<file path="src/rtl/key_event_if.sv">
// Key gesture event bundle: debounced key level in, registered level and
// one-cycle gesture event pulses out.
interface key_event_if;
   logic key_n;
   logic key_held;
   logic single_click;
   logic double_click;
   logic long_press;
   logic repeat_pulse;

   modport master (
      output key_n,
      input  key_held,
      input  single_click,
      input  double_click,
      input  long_press,
      input  repeat_pulse
   );

   modport slave (
      input  key_n,
      output key_held,
      output single_click,
      output double_click,
      output long_press,
      output repeat_pulse
   );
endinterface

</file>
<file path="src/rtl/key_event_decoder.sv">
// Classifies a debounced active-low key into single/double click, long press
// and auto-repeat one-cycle pulses using one shared gesture timer.
module key_event_decoder #(
   parameter int LONG_CNT   = 50_000_000,
   parameter int REPEAT_CNT = 10_000_000,
   parameter int DCLICK_CNT = 15_000_000
) (
   input  logic        clk,
   input  logic        rst,
   key_event_if.slave  evt
);

   localparam int MAX_LR  = (LONG_CNT > REPEAT_CNT) ? LONG_CNT : REPEAT_CNT;
   localparam int MAX_CNT = (MAX_LR > DCLICK_CNT) ? MAX_LR : DCLICK_CNT;
   localparam int TW      = $clog2(MAX_CNT) + 1;

   localparam logic [TW-1:0] LONG_TC   = TW'(LONG_CNT - 1);
   localparam logic [TW-1:0] REPEAT_TC = TW'(REPEAT_CNT - 1);
   localparam logic [TW-1:0] DCLICK_TC = TW'(DCLICK_CNT - 1);
   localparam logic [TW-1:0] TIMER_ZERO = {TW{1'b0}};
   localparam logic [TW-1:0] TIMER_ONE  = {{(TW-1){1'b0}}, 1'b1};

   localparam logic [2:0] ST_IDLE   = 3'd0;
   localparam logic [2:0] ST_PRESS1 = 3'd1;
   localparam logic [2:0] ST_WAIT2  = 3'd2;
   localparam logic [2:0] ST_PRESS2 = 3'd3;
   localparam logic [2:0] ST_HOLD   = 3'd4;

   logic          key_d_q, key_d2_q, key_held_q;
   logic [2:0]    state_q, state_d;
   logic [TW-1:0] timer_q, timer_d, term_s, timer_inc_s;
   logic          single_q, single_d, double_q, double_d;
   logic          long_q, long_d, repeat_q, repeat_d;
   logic          press_s, release_s;

   assign press_s   = key_d2_q & ~key_d_q;
   assign release_s = ~key_d2_q & key_d_q;

   // Terminal count of the current state; the timer saturates there.
   always_comb begin
      case (state_q)
         ST_PRESS1, ST_PRESS2: term_s = LONG_TC;
         ST_WAIT2:             term_s = DCLICK_TC;
         ST_HOLD:              term_s = REPEAT_TC;
         default:              term_s = TIMER_ZERO;
      endcase
   end

   assign timer_inc_s = (timer_q == term_s) ? timer_q : timer_q + TIMER_ONE;

   // Gesture FSM; release beats terminal count, a press beats the click timeout.
   always_comb begin
      state_d  = state_q;
      single_d = 1'b0;
      double_d = 1'b0;
      long_d   = 1'b0;
      repeat_d = 1'b0;
      case (state_q)
         ST_IDLE: begin
            if (press_s) state_d = ST_PRESS1;
            else         state_d = ST_IDLE;
         end
         ST_PRESS1: begin
            if (release_s) begin
               state_d = ST_WAIT2;
            end else if (timer_q == LONG_TC) begin
               state_d = ST_HOLD;
               long_d  = 1'b1;
            end else begin
               state_d = ST_PRESS1;
            end
         end
         ST_WAIT2: begin
            if (press_s) begin
               state_d = ST_PRESS2;
            end else if (timer_q == DCLICK_TC) begin
               state_d  = ST_IDLE;
               single_d = 1'b1;
            end else begin
               state_d = ST_WAIT2;
            end
         end
         ST_PRESS2: begin
            if (release_s) begin
               state_d  = ST_IDLE;
               double_d = 1'b1;
            end else if (timer_q == LONG_TC) begin
               state_d = ST_HOLD;
               long_d  = 1'b1;
            end else begin
               state_d = ST_PRESS2;
            end
         end
         ST_HOLD: begin
            if (release_s) begin
               state_d = ST_IDLE;
            end else if (timer_q == REPEAT_TC) begin
               state_d  = ST_HOLD;
               repeat_d = 1'b1;
            end else begin
               state_d = ST_HOLD;
            end
         end
         default: state_d = ST_IDLE;
      endcase
      timer_d = ((state_d != state_q) || repeat_d) ? TIMER_ZERO : timer_inc_s;
   end

   // Input pipeline, state, timer and registered event outputs.
   always_ff @(posedge clk) begin
      if (rst) begin
         key_d_q    <= 1'b1;
         key_d2_q   <= 1'b1;
         key_held_q <= 1'b0;
         state_q    <= ST_IDLE;
         timer_q    <= TIMER_ZERO;
         single_q   <= 1'b0;
         double_q   <= 1'b0;
         long_q     <= 1'b0;
         repeat_q   <= 1'b0;
      end else begin
         key_d_q    <= evt.key_n;
         key_d2_q   <= key_d_q;
         key_held_q <= ~key_d_q;
         state_q    <= state_d;
         timer_q    <= timer_d;
         single_q   <= single_d;
         double_q   <= double_d;
         long_q     <= long_d;
         repeat_q   <= repeat_d;
      end
   end

   assign evt.key_held     = key_held_q;
   assign evt.single_click = single_q;
   assign evt.double_click = double_q;
   assign evt.long_press   = long_q;
   assign evt.repeat_pulse = repeat_q;

endmodule
</file>
<file path="src/flat_wrapper.sv">
// flat-port wrapper written by rule: the top's interface ports become plain ports
module key_event_decoder_flat 
#(
   parameter int LONG_CNT   = 50_000_000,
   parameter int REPEAT_CNT = 10_000_000,
   parameter int DCLICK_CNT = 15_000_000
)
  (clk, rst, evt_key_n, evt_key_held, evt_single_click, evt_double_click, evt_long_press, evt_repeat_pulse);
  key_event_if evt_i ();
  input  logic clk;
  input  logic rst;
  input wire logic [$bits(evt_i.key_n)-1:0] evt_key_n;
  output wire logic [$bits(evt_i.key_held)-1:0] evt_key_held;
  output wire logic [$bits(evt_i.single_click)-1:0] evt_single_click;
  output wire logic [$bits(evt_i.double_click)-1:0] evt_double_click;
  output wire logic [$bits(evt_i.long_press)-1:0] evt_long_press;
  output wire logic [$bits(evt_i.repeat_pulse)-1:0] evt_repeat_pulse;
  assign evt_i.key_n = evt_key_n;
  assign evt_key_held = evt_i.key_held;
  assign evt_single_click = evt_i.single_click;
  assign evt_double_click = evt_i.double_click;
  assign evt_long_press = evt_i.long_press;
  assign evt_repeat_pulse = evt_i.repeat_pulse;
  key_event_decoder #(.LONG_CNT(LONG_CNT), .REPEAT_CNT(REPEAT_CNT), .DCLICK_CNT(DCLICK_CNT)) u_core (.clk(clk), .rst(rst), .evt(evt_i));
endmodule
</file>
<file path="config.mk">
export PLATFORM = sky130hd
export DESIGN_NAME = key_event_decoder_flat
export DESIGN_NICKNAME = d
export VERILOG_FILES = /design/src/rtl/key_event_if.sv /design/src/rtl/key_event_decoder.sv /design/src/flat_wrapper.sv
export SDC_FILE = /design/constraint.sdc
export NUM_CORES = 1
export LEC_CHECK = 0
export CAP_MARGIN = 20
export CORE_UTILIZATION = 55
export DETAILED_ROUTE_END_ITERATION = 6
export PLACE_DENSITY = 0.79
export SLEW_MARGIN = 10
export SYNTH_ARGS = -nofsm -noshare
export SYNTH_HDL_FRONTEND = slang
export SYNTH_SLANG_ARGS = --single-unit
export TNS_END_PERCENT = 100
</file>
<file path="constraint.sdc">
create_clock -name clk -period 2.8 [get_ports clk]
set_input_delay 0.42 -clock clk [delete_from_list [all_inputs] [get_ports clk]]
set_output_delay 0.42 -clock clk [all_outputs]
set_load 0.005 [all_outputs]
</file>
# Word level (Yosys, flattened, before mapping)
# Index checks and enable logic that the tools add are counted.
[totals]
register_bits = 37
latchBits = 0
ramBits = 0
romBits = 0
out_inout_bits = 5
elab_cells = 49
n_memories = 0
[op_classes]
n_addsub = 1
n_mul = 0
div = 0
order_cmp = 0
eq_ne = 9
shift = 0
n_mux = 16
n_bitwise = 7
n_reduce_logical = 7
[op_table]
columns = ["op", "n"]
rows = [
  ["$pmux W26 S3", 1],
  ["$eq A27 B24 Y1 const B", 2],
  ["$add A27 B1 Y27 const B", 1],
  ["$eq A27 B26 Y1", 1],
  ["$eq A27 B26 Y1 const B", 1],
  ["$mux W3", 6],
  ["$pmux W3 S5", 1],
  ["$mux W1", 7],
  ["$eq A3 B2 Y1 const B", 2],
  ["$reduce_or A2 Y1", 3],
  ["$reduce_or A3 Y1", 2],
  ["$not A1 Y1", 5],
  ["$eq A3 B1 Y1 const B", 1],
  ["$eq A3 B3 Y1 const B", 1],
  ["$logic_not A3 Y1", 1],
  ["$ne A3 B3 Y1", 1],
  ["$and A1 B1 Y1", 2],
  ["$mux W2", 1],
  ["$logic_or A1 B1 Y1", 1],
]

# Logic depth before layout (Yosys ltp)
[logic_depth]
depth_word = 7
depth_mapped = 9
depth_no_buf = 7

# Worst setup path before layout
# No wires, ideal clock.
[synth_path]
path_type = "reg2reg"
startpoint = "register u_core.timer_q[1]"
endpoint = "register u_core.timer_q[7]"
setup_ps = 122
arrival_ps = 2046
required_time_ps = 2678
path_slack_ps = 632
stages_incl_launch_ff = 9
n_path_buf = 1
synth_period_minus_slack_ps = 2168
path_cell_list = "dfxtp_1 ha_1 nand3_1 or4_4 nor4_2 a21oi_1 o21ai_4 buf_6 a21oi_1"
[synth_via]
elab_chain_cells = 7
[synth_rtl]
columns = ["element", "line_no", "rtl"]
rows = [
  ["start: declaration", "key_event_decoder.sv:31", "logic [TW-1:0] timer_q, timer_d, term_s, timer_inc_s;"],
  ["start signal: assignment", "key_event_decoder.sv:126", "timer_q <= timer_d;"],
  ["$eq A27 B26 Y1 or $eq A27 B24 Y1 (tied branches)", "key_event_decoder.sv:66, key_event_decoder.sv:87, key_event_decoder.sv:76", ""],
  ["$mux W3 (tied with other cells)", "key_event_decoder.sv:87", "end else if (timer_q == LONG_TC) begin"],
  ["$mux W3, on equally long branches", "key_event_decoder.sv:84, key_event_decoder.sv:74, key_event_decoder.sv:64", ""],
  ["$pmux W3 S5", "key_event_decoder.sv:58", "case (state_q)"],
  ["$ne A3 B3 Y1", "key_event_decoder.sv:106", "timer_d = ((state_d != state_q) || repeat_d) ? TIMER_ZERO : timer_inc_s;"],
  ["$logic_or A1 B1 Y1", "key_event_decoder.sv:106", ""],
  ["$reduce_or A2 Y1 (no source line)", "n/a", ""],
]
# Several ways; a longest one is shown, not always the timed one.
# A chain may end at the register's enable or synchronous reset.

# Worst setup path after layout
[layout_path]
startpoint = "register u_core.timer_q[1]"
endpoint = "register u_core.timer_q[19]"
# Same word-level chain as after synthesis.

==> flow_summary.yaml <==
synthesis:
  synth-xor-area-share: 0.0884
  yosysTopAreaCell: "dfxtp_1"
  synth_compound_area_frac: 0.103
  yosys.area_share.adder: 0.00665
  synth_mux_area_frac: 0.0106
  synth_top_family_by_area: "simple AND/OR/NAND/NOR gates"
  synth_nets: 236
  synth_top_cells_by_count: "dfxtp_1 (37), nor2_1 (32), nand2_1 (17)"
  synth_area_leaders: "dfxtp_1 (39%), nor2_1 (6.4%), xor2_1 (6.1%)"
  synth_seq_area_share: 0.394
  yosys_warnings: 0
  netlist_instances: 232
  synth-simple-area-share: 0.359
  synth_edf_count: 0
  synth.distinct_cells: 37
  syn_area_mm2: 0.00188
  synth_ff_type: "dfxtp_1"
  synth_top_area_frac: 0.394
  yosys_register_bits: 37
  yosysMostFrequentCell: "dfxtp_1"
  synthArstFlopShare: 0
  avgSynthCellArea_um2: 8.11
setup_path:
  startpoint: "u_core.timer_q[1]"
  cp_slowest_cell: "or4_4"
  r2r_cells: 7
  r2r_end: "u_core.timer_q[19]"
  end_kind: "flop"
  crit_path_max_incr_delay_ns: 0.59
  critPathKind: "reg2reg"
  required_ns: 3.01
  reg2reg_from: "u_core.timer_q[1]"
  ff2ff_setup_slack_ns: 0.24
  path_max_fanout: 14
  start_kind: "flop"
  critical_path.cell_chain: "ha_1, nand3_1, or4_4, nor4_2, a21oi_1, o21ai_4, nor2_1"
  worstPathArrival_ns: 2.78
  endpoint: "u_core.timer_q[19]"
grt:
  grt_remaining_overflow: 0
  grt.total_usage: 0.233
  grt_first_pass_wirelength_um: 6350
  antenna_found_initial: 0
  grt_max_degree: 28
  grt_pass1_vias: 1395
timing:
  post-route-period-util: 0.915
  setup_violations: 0
  hold_slack_ns: 0.511
  min_period_ns: 2.56
  slew_headroom: 0.459
  setup_tns_ns: 0
  fin_skew_ns: 0.0103
  finalHoldViolations: 0
  slew_viol_final: 0
  rsz0062_at_grt: "no"
  tightest_slew_ns: 0.804
  fmax_ghz: 0.390
route:
  drc: 0
  postRouteAntennaNets: 0
  viasPerCell: 5.77
  wl_um: 3970
  vias: 1633
  first_iter_violations: 153
  wl_per_cell_um: 14.0
  firstDrtPassIters: 4
clocking:
  cts.clk_slew.worst_paths_ns: 0.11
  root_buffer: "clkbuf_4"
  ctsHtreeMaxLevel: 2
  cts.hold.buffers_added: 0
  cts_tree: "done"
  cts_buffers: 5
  ctsLongestPathBuffers: 2
  clk-insertion-delay-late_ns: 0.34
  cts.sinks: 37
floorplanning:
  io_pins: 8
  die_h_um: 60.5
  num_rows: 20
  dieArea_mm2: 0.00366
  start_util: 0.597
  die_w_um: 60.5
  core_area_mm2: 0.00315
cells_and_area:
  fill_cells: 280
  insertedDiodeCount: 0
  finalNonFillerCells: 283
  multi_input_area_mm2: 0.00108
  syn_to_final_growth_pct: 8.38
  seq_area_um2: 741
  layout.nets: 243
  drive_above_1_share: 0.0837
hold_path:
  hold_path.class: "reg2reg"
  hp-start: "u_core.key_d_q"
power_and_ir_drop:
  p_per_area_mw_per_mm2: 492
  leakage_nw: 0.651
  max-vdd-ir-drop_uv: 299
place:
  dp_hpwl_um: 2760
  gp_congestion: 0.866
  portBuffers: 7
  dp_cells: 275
flow_run:
  cap_violations: 0
status:
  status: "finished clean"
cell type report:
type / count / share of cell area
multi-input cells: 181 / 0.532
flip-flops and latches: 37 / 0.363
repair buffers: 8 / 0.0380
well taps: 44 / 0.0270
clock buffers: 6 / 0.0252
inverters: 6 / 0.0110
clock inverters: 1 / 0.00368
kinds of logic (layout without fill, tap and decap cells):
logic type / after synthesis / count (layout)
adders and majority gates: 1 / 1
DFF: 37 / 37
muxes: 2 / 2
AOI/OAI and AO/OA: 32 / 33
xor gates and xnor gates: 19 / 19
buffers and inverters: 15 / 21
and+or+nand+nor: 126 / 126
metal layers:
layer	part of all wire	GRT usage	routed length [µm]
met5	0	0	0
met1	0.49	0.320	1930
met2	0.45	0.358	1780
met3	0.056	0.0661	224
met4	0.0078	0.0682	31
state kept, by name, summed over array words and instances, names as in the netlist:
register	flops
u_core.evt.key_held	1
u_core.evt.double_click	1
u_core.evt.single_click	1
u_core.key_d2_q	1
u_core.evt.long_press	1
u_core.evt.repeat_pulse	1
u_core.key_d_q	1
u_core.timer_q	27
u_core.state_q	3
worst min path at each step:
stage	end	cells past startpoint
after floorplan	u_core.key_d2_q	1
after global placement	u_core.key_d2_q	1
after detailed placement	u_core.key_d2_q	1
after CTS	u_core.key_d2_q	1
after global routing	u_core.key_d2_q	1
final	u_core.key_d2_q	1
power by group:
part           total, mW  switching (mW)  internal, mW
sequential         0.569          0.0245         0.545
clock              0.289           0.171         0.118
combinational      0.145          0.0781        0.0669
worst max-delay path, delay by kind of cell (launching register included):
family | cells | cell delay (ns)
simple gates | 4 | 1.22
fa+ha+maj | 1 | 0.19
compound gates | 2 | 0.63
flops | 1 | 0.41
repair_timing:
| item | in CTS | in global routing |
|---|---|---|
| buffers inserted | 0 | 0 |
| resized for setup | 0 | 1 |
| setup endpoints to repair | 0 | 14 |
per-stage QoR:
step / area, µm² / util / setup WS [ns] / total power, mW
2_1_floorplan: 1880 / - / 0.632 / 0.690
3_3_place_gp: 1960 / 0.623 / 0.261 / 0.718
3_5_place_dp: 1960 / 0.623 / 0.199 / 0.720
4_1_cts: 2020 / 0.642 / 0.193 / 1.00
5_1_grt: 2040 / 0.647 / 0.0506 / 1.06
6_report: 2040 / 0.647 / 0.237 / 1.00
layout by cell type, fill, tap and decap left out, types with 2 or more instances in the layout:
master | netlist | layout
dfxtp_1 | 37 | 37
nor2_1 | 32 | 32
nand2_1 | 17 | 17
nand3_1 | 14 | 14
a21oi_1 | 14 | 14
xor2_1 | 13 | 13
nand4_1 | 11 | 11
o21ai_0 | 9 | 9
or3_1 | 8 | 8
clkdlybuf4s50_1 | 0 | 7
nor4_1 | 6 | 6
inv_1 | 6 | 6
or2_2 | 6 | 6
nor3_1 | 6 | 6
xnor2_1 | 6 | 6
or4_1 | 5 | 5
nand2b_1 | 5 | 5
clkbuf_4 | 0 | 5
nor2b_1 | 4 | 4
nor3b_1 | 4 | 4
and3_1 | 2 | 2
nor4_2 | 2 | 2
o211ai_1 | 2 | 2
o21ai_4 | 1 | 2
mux2i_1 | 2 | 2
Note: power is estimated with default switching activity, not from simulation.
